`src/rtl/reg_file_select_pkg.sv`:
```
// rtl/reg_file_select_pkg.sv - shared CPU constants: IR field positions, bus width, R0 index
package reg_file_select_pkg;

  localparam int CPU_WIDTH = 32;
  localparam int CPU_NREGS = 16;

  localparam int RA_HI = 26;
  localparam int RA_LO = 23;
  localparam int RB_HI = 22;
  localparam int RB_LO = 19;
  localparam int RC_HI = 18;
  localparam int RC_LO = 15;
  localparam int C_HI  = 18;

  localparam logic [3:0] REG_R0 = 4'd0;

endpackage

```
`src/rtl/reg_file_select_encode.sv`:
```
// rtl/reg_file_select_encode.sv - IR field select/encode: one-hot enables, index, C constant
module select_encode
  import reg_file_select_pkg::*;
#(
  parameter int WIDTH = CPU_WIDTH,
  parameter int NREGS = CPU_NREGS
) (
  input  logic [31:0]      ir,
  input  logic             gra,
  input  logic             grb,
  input  logic             grc,
  input  logic             rin,
  input  logic             rout,
  input  logic             baout,
  output logic [NREGS-1:0] we,
  output logic [NREGS-1:0] re,
  output logic [3:0]       sel_idx,
  output logic             any_sel,
  output logic [WIDTH-1:0] c_sign_ext
);

  logic unused_ir;
  assign unused_ir = ^ir[31:RA_HI+1];

  assign any_sel = gra | grb | grc;

  // gra wins over grb, which wins over grc
  always_comb begin
    sel_idx = REG_R0;
    if (gra) begin
      sel_idx = ir[RA_HI:RA_LO];
    end else if (grb) begin
      sel_idx = ir[RB_HI:RB_LO];
    end else if (grc) begin
      sel_idx = ir[RC_HI:RC_LO];
    end
  end

  always_comb begin
    we = '0;
    re = '0;
    if (any_sel && rin) begin
      we[sel_idx] = 1'b1;
    end
    if (any_sel && (rout || baout)) begin
      re[sel_idx] = 1'b1;
    end
  end

  assign c_sign_ext = {{(WIDTH-C_HI-1){ir[C_HI]}}, ir[C_HI:0]};

endmodule

```
`src/rtl/reg_file_select_gen_register.sv`:
```
// rtl/reg_file_select_gen_register.sv - one general register with synchronous clear and load enable
module gen_register #(
  parameter int WIDTH = 32
) (
  input  logic             clk,
  input  logic             clr,
  input  logic             en,
  input  logic [WIDTH-1:0] d,
  output logic [WIDTH-1:0] q
);

  always_ff @(posedge clk) begin
    if (clr) begin
      q <= '0;
    end else if (en) begin
      q <= d;
    end
  end

endmodule

```
`src/rtl/reg_file_select.sv`:
```
// rtl/reg_file_select.sv - 16x32 general register bank with IR-driven select and bus read mux
module reg_file_select
  import reg_file_select_pkg::*;
#(
  parameter int WIDTH = CPU_WIDTH,
  parameter int NREGS = CPU_NREGS
) (
  input  logic             clk,
  input  logic             clr,
  input  logic [31:0]      ir,
  input  logic             gra,
  input  logic             grb,
  input  logic             grc,
  input  logic             rin,
  input  logic             rout,
  input  logic             baout,
  input  logic [WIDTH-1:0] bus_in,
  output logic [WIDTH-1:0] reg_out,
  output logic             reg_drive,
  output logic [WIDTH-1:0] c_sign_ext,
  output logic [3:0]       sel_idx
);

  logic [NREGS-1:0] we;
  logic [NREGS-1:0] re;
  logic             any_sel;
  logic [WIDTH-1:0] q [NREGS];

  select_encode #(
    .WIDTH (WIDTH),
    .NREGS (NREGS)
  ) u_select_encode (
    .ir         (ir),
    .gra        (gra),
    .grb        (grb),
    .grc        (grc),
    .rin        (rin),
    .rout       (rout),
    .baout      (baout),
    .we         (we),
    .re         (re),
    .sel_idx    (sel_idx),
    .any_sel    (any_sel),
    .c_sign_ext (c_sign_ext)
  );

  for (genvar i = 0; i < NREGS; i++) begin : g_reg
    gen_register #(
      .WIDTH (WIDTH)
    ) u_reg (
      .clk (clk),
      .clr (clr),
      .en  (we[i]),
      .d   (bus_in),
      .q   (q[i])
    );
  end

  // R0 acts as a zero base address when read through baout
  always_comb begin
    reg_out = '0;
    for (int i = 0; i < NREGS; i++) begin
      if (re[i] && !((i == int'(REG_R0)) && baout)) begin
        reg_out = reg_out | q[i];
      end
    end
  end

  assign reg_drive = any_sel & (rout | baout);

endmodule
```
`config.mk`:
```
export PLATFORM = sky130hd
export DESIGN_NAME = reg_file_select
export DESIGN_NICKNAME = d
export VERILOG_FILES = /design/src/rtl/reg_file_select_pkg.sv /design/src/rtl/reg_file_select_encode.sv /design/src/rtl/reg_file_select_gen_register.sv /design/src/rtl/reg_file_select.sv
export SDC_FILE = /design/constraint.sdc
export NUM_CORES = 1
export LEC_CHECK = 0
export CAP_MARGIN = 40
export CORE_MARGIN = 3
export CORE_UTILIZATION = 39
export DETAILED_ROUTE_END_ITERATION = 16
export GPL_TIMING_DRIVEN = 0
export PLACE_DENSITY = 0.67
export SYNTH_ARGS = -nofsm -noshare
export SYNTH_HDL_FRONTEND = slang
export SYNTH_HIERARCHICAL = 1
export SYNTH_SLANG_ARGS = --single-unit
```
`constraint.sdc`:
```
create_clock -name clk -period 6.7 [get_ports clk]
set_input_delay 1.34 -clock clk [delete_from_list [all_inputs] [get_ports clk]]
set_output_delay 1.34 -clock clk [all_outputs]
set_load 0.01 [all_outputs]
```
==> metrics <==
maximum VDD drop 0.200 mV; full die area 0.0589 mm^2; Setup crit end reg_out[15]; Slew headroom 35.6%; drt wl/cell 20.4 um; commonest non-fill, non-tap cells in the layout nor2_1 (542), mux2i_1 (512), dfxtp_1 (512), a22oi_1 (192), clkdlybuf4s50_1 (119); power per cell area 257 mW/mm^2; row count 86; routed vias 16800; DP HPWL 44300 um; Residual DRC 0; synthesized area per cell 10.3 um^2; largest registers g.u_reg/q (512); post-synthesis instance total 2119; r2r worst-path depth 2; area growth from synthesis to layout 18.3%; crit path kind input pin to output pin; Max Clk Rate 154 MHz; worst-path fanout max 15; setup TNS 0 ns; Cell Area, Synth 0.0219 mm^2; worst slack at placement 0.208 ns; Seq cells post-synth 512; WP data required 5.36 ns; Seq/Total Area, Yosys 46.9%; vias per cell 5.43; DRT Pass-1 Iters 7; Num CTS Buffers 54; Worst-Margin Slew 0.963 ns; commonest non-fill, non-tap cell in the layout nor2_1; initial antenna violation count 4; final setup fails 0; max cap viols 0; count of final max-slew check failures 0; r2r endpoint g_reg[5].u_reg/q[7]$_SDFFE_PP0P_; CTS tree built; Biggest register g.u_reg/q; Starting Density 39.5%; Filler cells 5143; crit path time final 6.49 ns; Final Wtd Congestion 0.837; Crit. Startpoint ir[18]; Post-CTS Setup Bufs 0; Clock Path Buffers 3; period utilization 96.9%; antenna viol nets, final 0; largest net degree at the start of global routing 81; Chip Height 243 um; Die Width 243 um; Synthesized Nets 2191; share of cells above drive strength 1 8.93%; Critical Path Source Type input pin; vias in the first global route 16800; Remaining Overflow, GRT 0; Root Buffer Master clkbuf_16; GRT Total Usage 20.7%; max FFs per register 512; Routed Wire Length 63000 um; global-route wire length before repair 98000 um; hold crit path type register to register; CTS clk-pin slew, worst paths 0.06 ns; initial DRC count 1474; Leak 0.00887 uW; fin nets 2371; Critical Path End Type output pin; H-Tree Depth 2; yosys warns 6; setup slack, reg-to-reg 5.98 ns; Final Hold Fails 0; WP data arrival 5.15 ns; clk sinks 512; Unique masters post-synth 28; Final WS setup 0.205 ns; Post-Route Skew 0 ns; # IOs 141; status completed; core area 0.0553 mm^2; RSZ-0062 raised after global routing false; I/O Buffers 120; Reg2Reg Launch Point g_reg[5].u_reg/q[7]$_SDFFE_PP0P_; clock latency on the worst-skew pair 0.60 ns
## how the worst min path moves through the flow
stage                                            start                            endpoint  slack, ns  cells after the start
floorplan            g_reg[3].u_reg/q[30]$_SDFFE_PP0P_   g_reg[3].u_reg/q[30]$_SDFFE_PP0P_       0.46                      2
global placement     g_reg[3].u_reg/q[28]$_SDFFE_PP0P_   g_reg[3].u_reg/q[28]$_SDFFE_PP0P_       0.47                      2
detailed placement  g_reg[13].u_reg/q[12]$_SDFFE_PP0P_  g_reg[13].u_reg/q[12]$_SDFFE_PP0P_       0.48                      2
CTS                   g_reg[1].u_reg/q[2]$_SDFFE_PP0P_    g_reg[1].u_reg/q[2]$_SDFFE_PP0P_       0.50                      2
global route        g_reg[13].u_reg/q[12]$_SDFFE_PP0P_  g_reg[13].u_reg/q[12]$_SDFFE_PP0P_       0.52                      2
finish              g_reg[13].u_reg/q[12]$_SDFFE_PP0P_  g_reg[13].u_reg/q[12]$_SDFFE_PP0P_       0.49                      2
## cell families after synthesis
| kind of cell | synth area share [%] |
|---|---|
| flip-flops | 46.9 |
| AND/OR/NAND/NOR | 11.7 |
| multiplexers | 23.5 |
| buffers and inverters | 8.25 |
| AO/OA/AOI/OAI | 9.70 |
## cells in the mapped netlist, drive strengths merged
master	n	share of area (%)
nor2	544	9.3
a22oi	192	6.6
a31oi	2	0.11
o21a	2	0.069
nand2	4	0.069
nand3b	4	0.14
dfxtp	512	47
a211o	32	1.3
inv	5	0.086
nand3	37	0.85
a222oi	32	1.5
a22o	2	0.13
nor2b	3	0.086
a21oi	2	0.046
nand4	32	0.92
or2	1	0.029
clkbuf	89	1.5
mux2i	512	23
or3	5	0.24
nand2b	1	0.029
buf	106	6.6
## report_power, final
group / switching, uW / internal [uW] / total (uW) / leakage (uW)
Combinational: 292 / 189 / 481 / 0.00384
Sequential: 26.4 / 3090 / 3120 / 0.00413
Clock: 1240 / 1800 / 3050 / 0.000899
## layer usage
layer  GRT usage [%]  part of all wire [%]  vias to the layer above
li1                -                     -                     7856
met1            27.5                    44                     8239
met2            34.4                    47                      574
met3            3.57                   6.0                      114
met4            6.56                   2.5                        0
met5               0                     0                        -
## stage by stage
step	total power [uW]	area, um^2	util (%)	cells	hold WS, ns
2_1_floorplan	3440	21900	-	2119	0.459
3_3_place_gp	3650	24000	43.4	2987	0.472
3_5_place_dp	3660	24000	43.4	2990	0.481
4_1_cts	6690	25800	46.7	3087	0.496
5_1_grt	6850	25800	46.7	3088	0.516
6_report	6650	25800	46.7	3092	0.494
## worst max-delay path: stages
cell	delay (ns)
clkdlybuf4s50_1	0.66
nand3b_1	0.20
a22o_2	0.23
inv_2	0.08
or3_4	0.40
nor2_1	0.09
nor2b_1	0.12
buf_1	0.49
buf_1	0.68
a211o_1	0.29
clkdlybuf4s50_1	0.56
## area by class of cell
| type | count | area (um^2) | share of cell area, % |
|---|---|---|---|
| Antenna cell | 4 | 10.0 | 0.0387 |
| Buffer | 195 | 1780 | 6.90 |
| Clock buffer | 79 | 1600 | 6.18 |
| Clock inverter | 18 | 219 | 0.847 |
| Inverter | 5 | 18.8 | 0.0726 |
| Multi-Input combinational cell | 1407 | 9810 | 37.9 |
| Sequential cell | 512 | 10200 | 39.7 |
| Tap cell | 748 | 936 | 3.62 |
| Timing Repair Buffer | 124 | 1230 | 4.75 |
## timing repair
action / CTS / global route
hold endpoints to repair: 0 / 0
hold buffers: 0 / 0
setup endpoints to repair: 0 / 2
resized for setup: 0 / 2
Power figures use the tool's default switching activity.
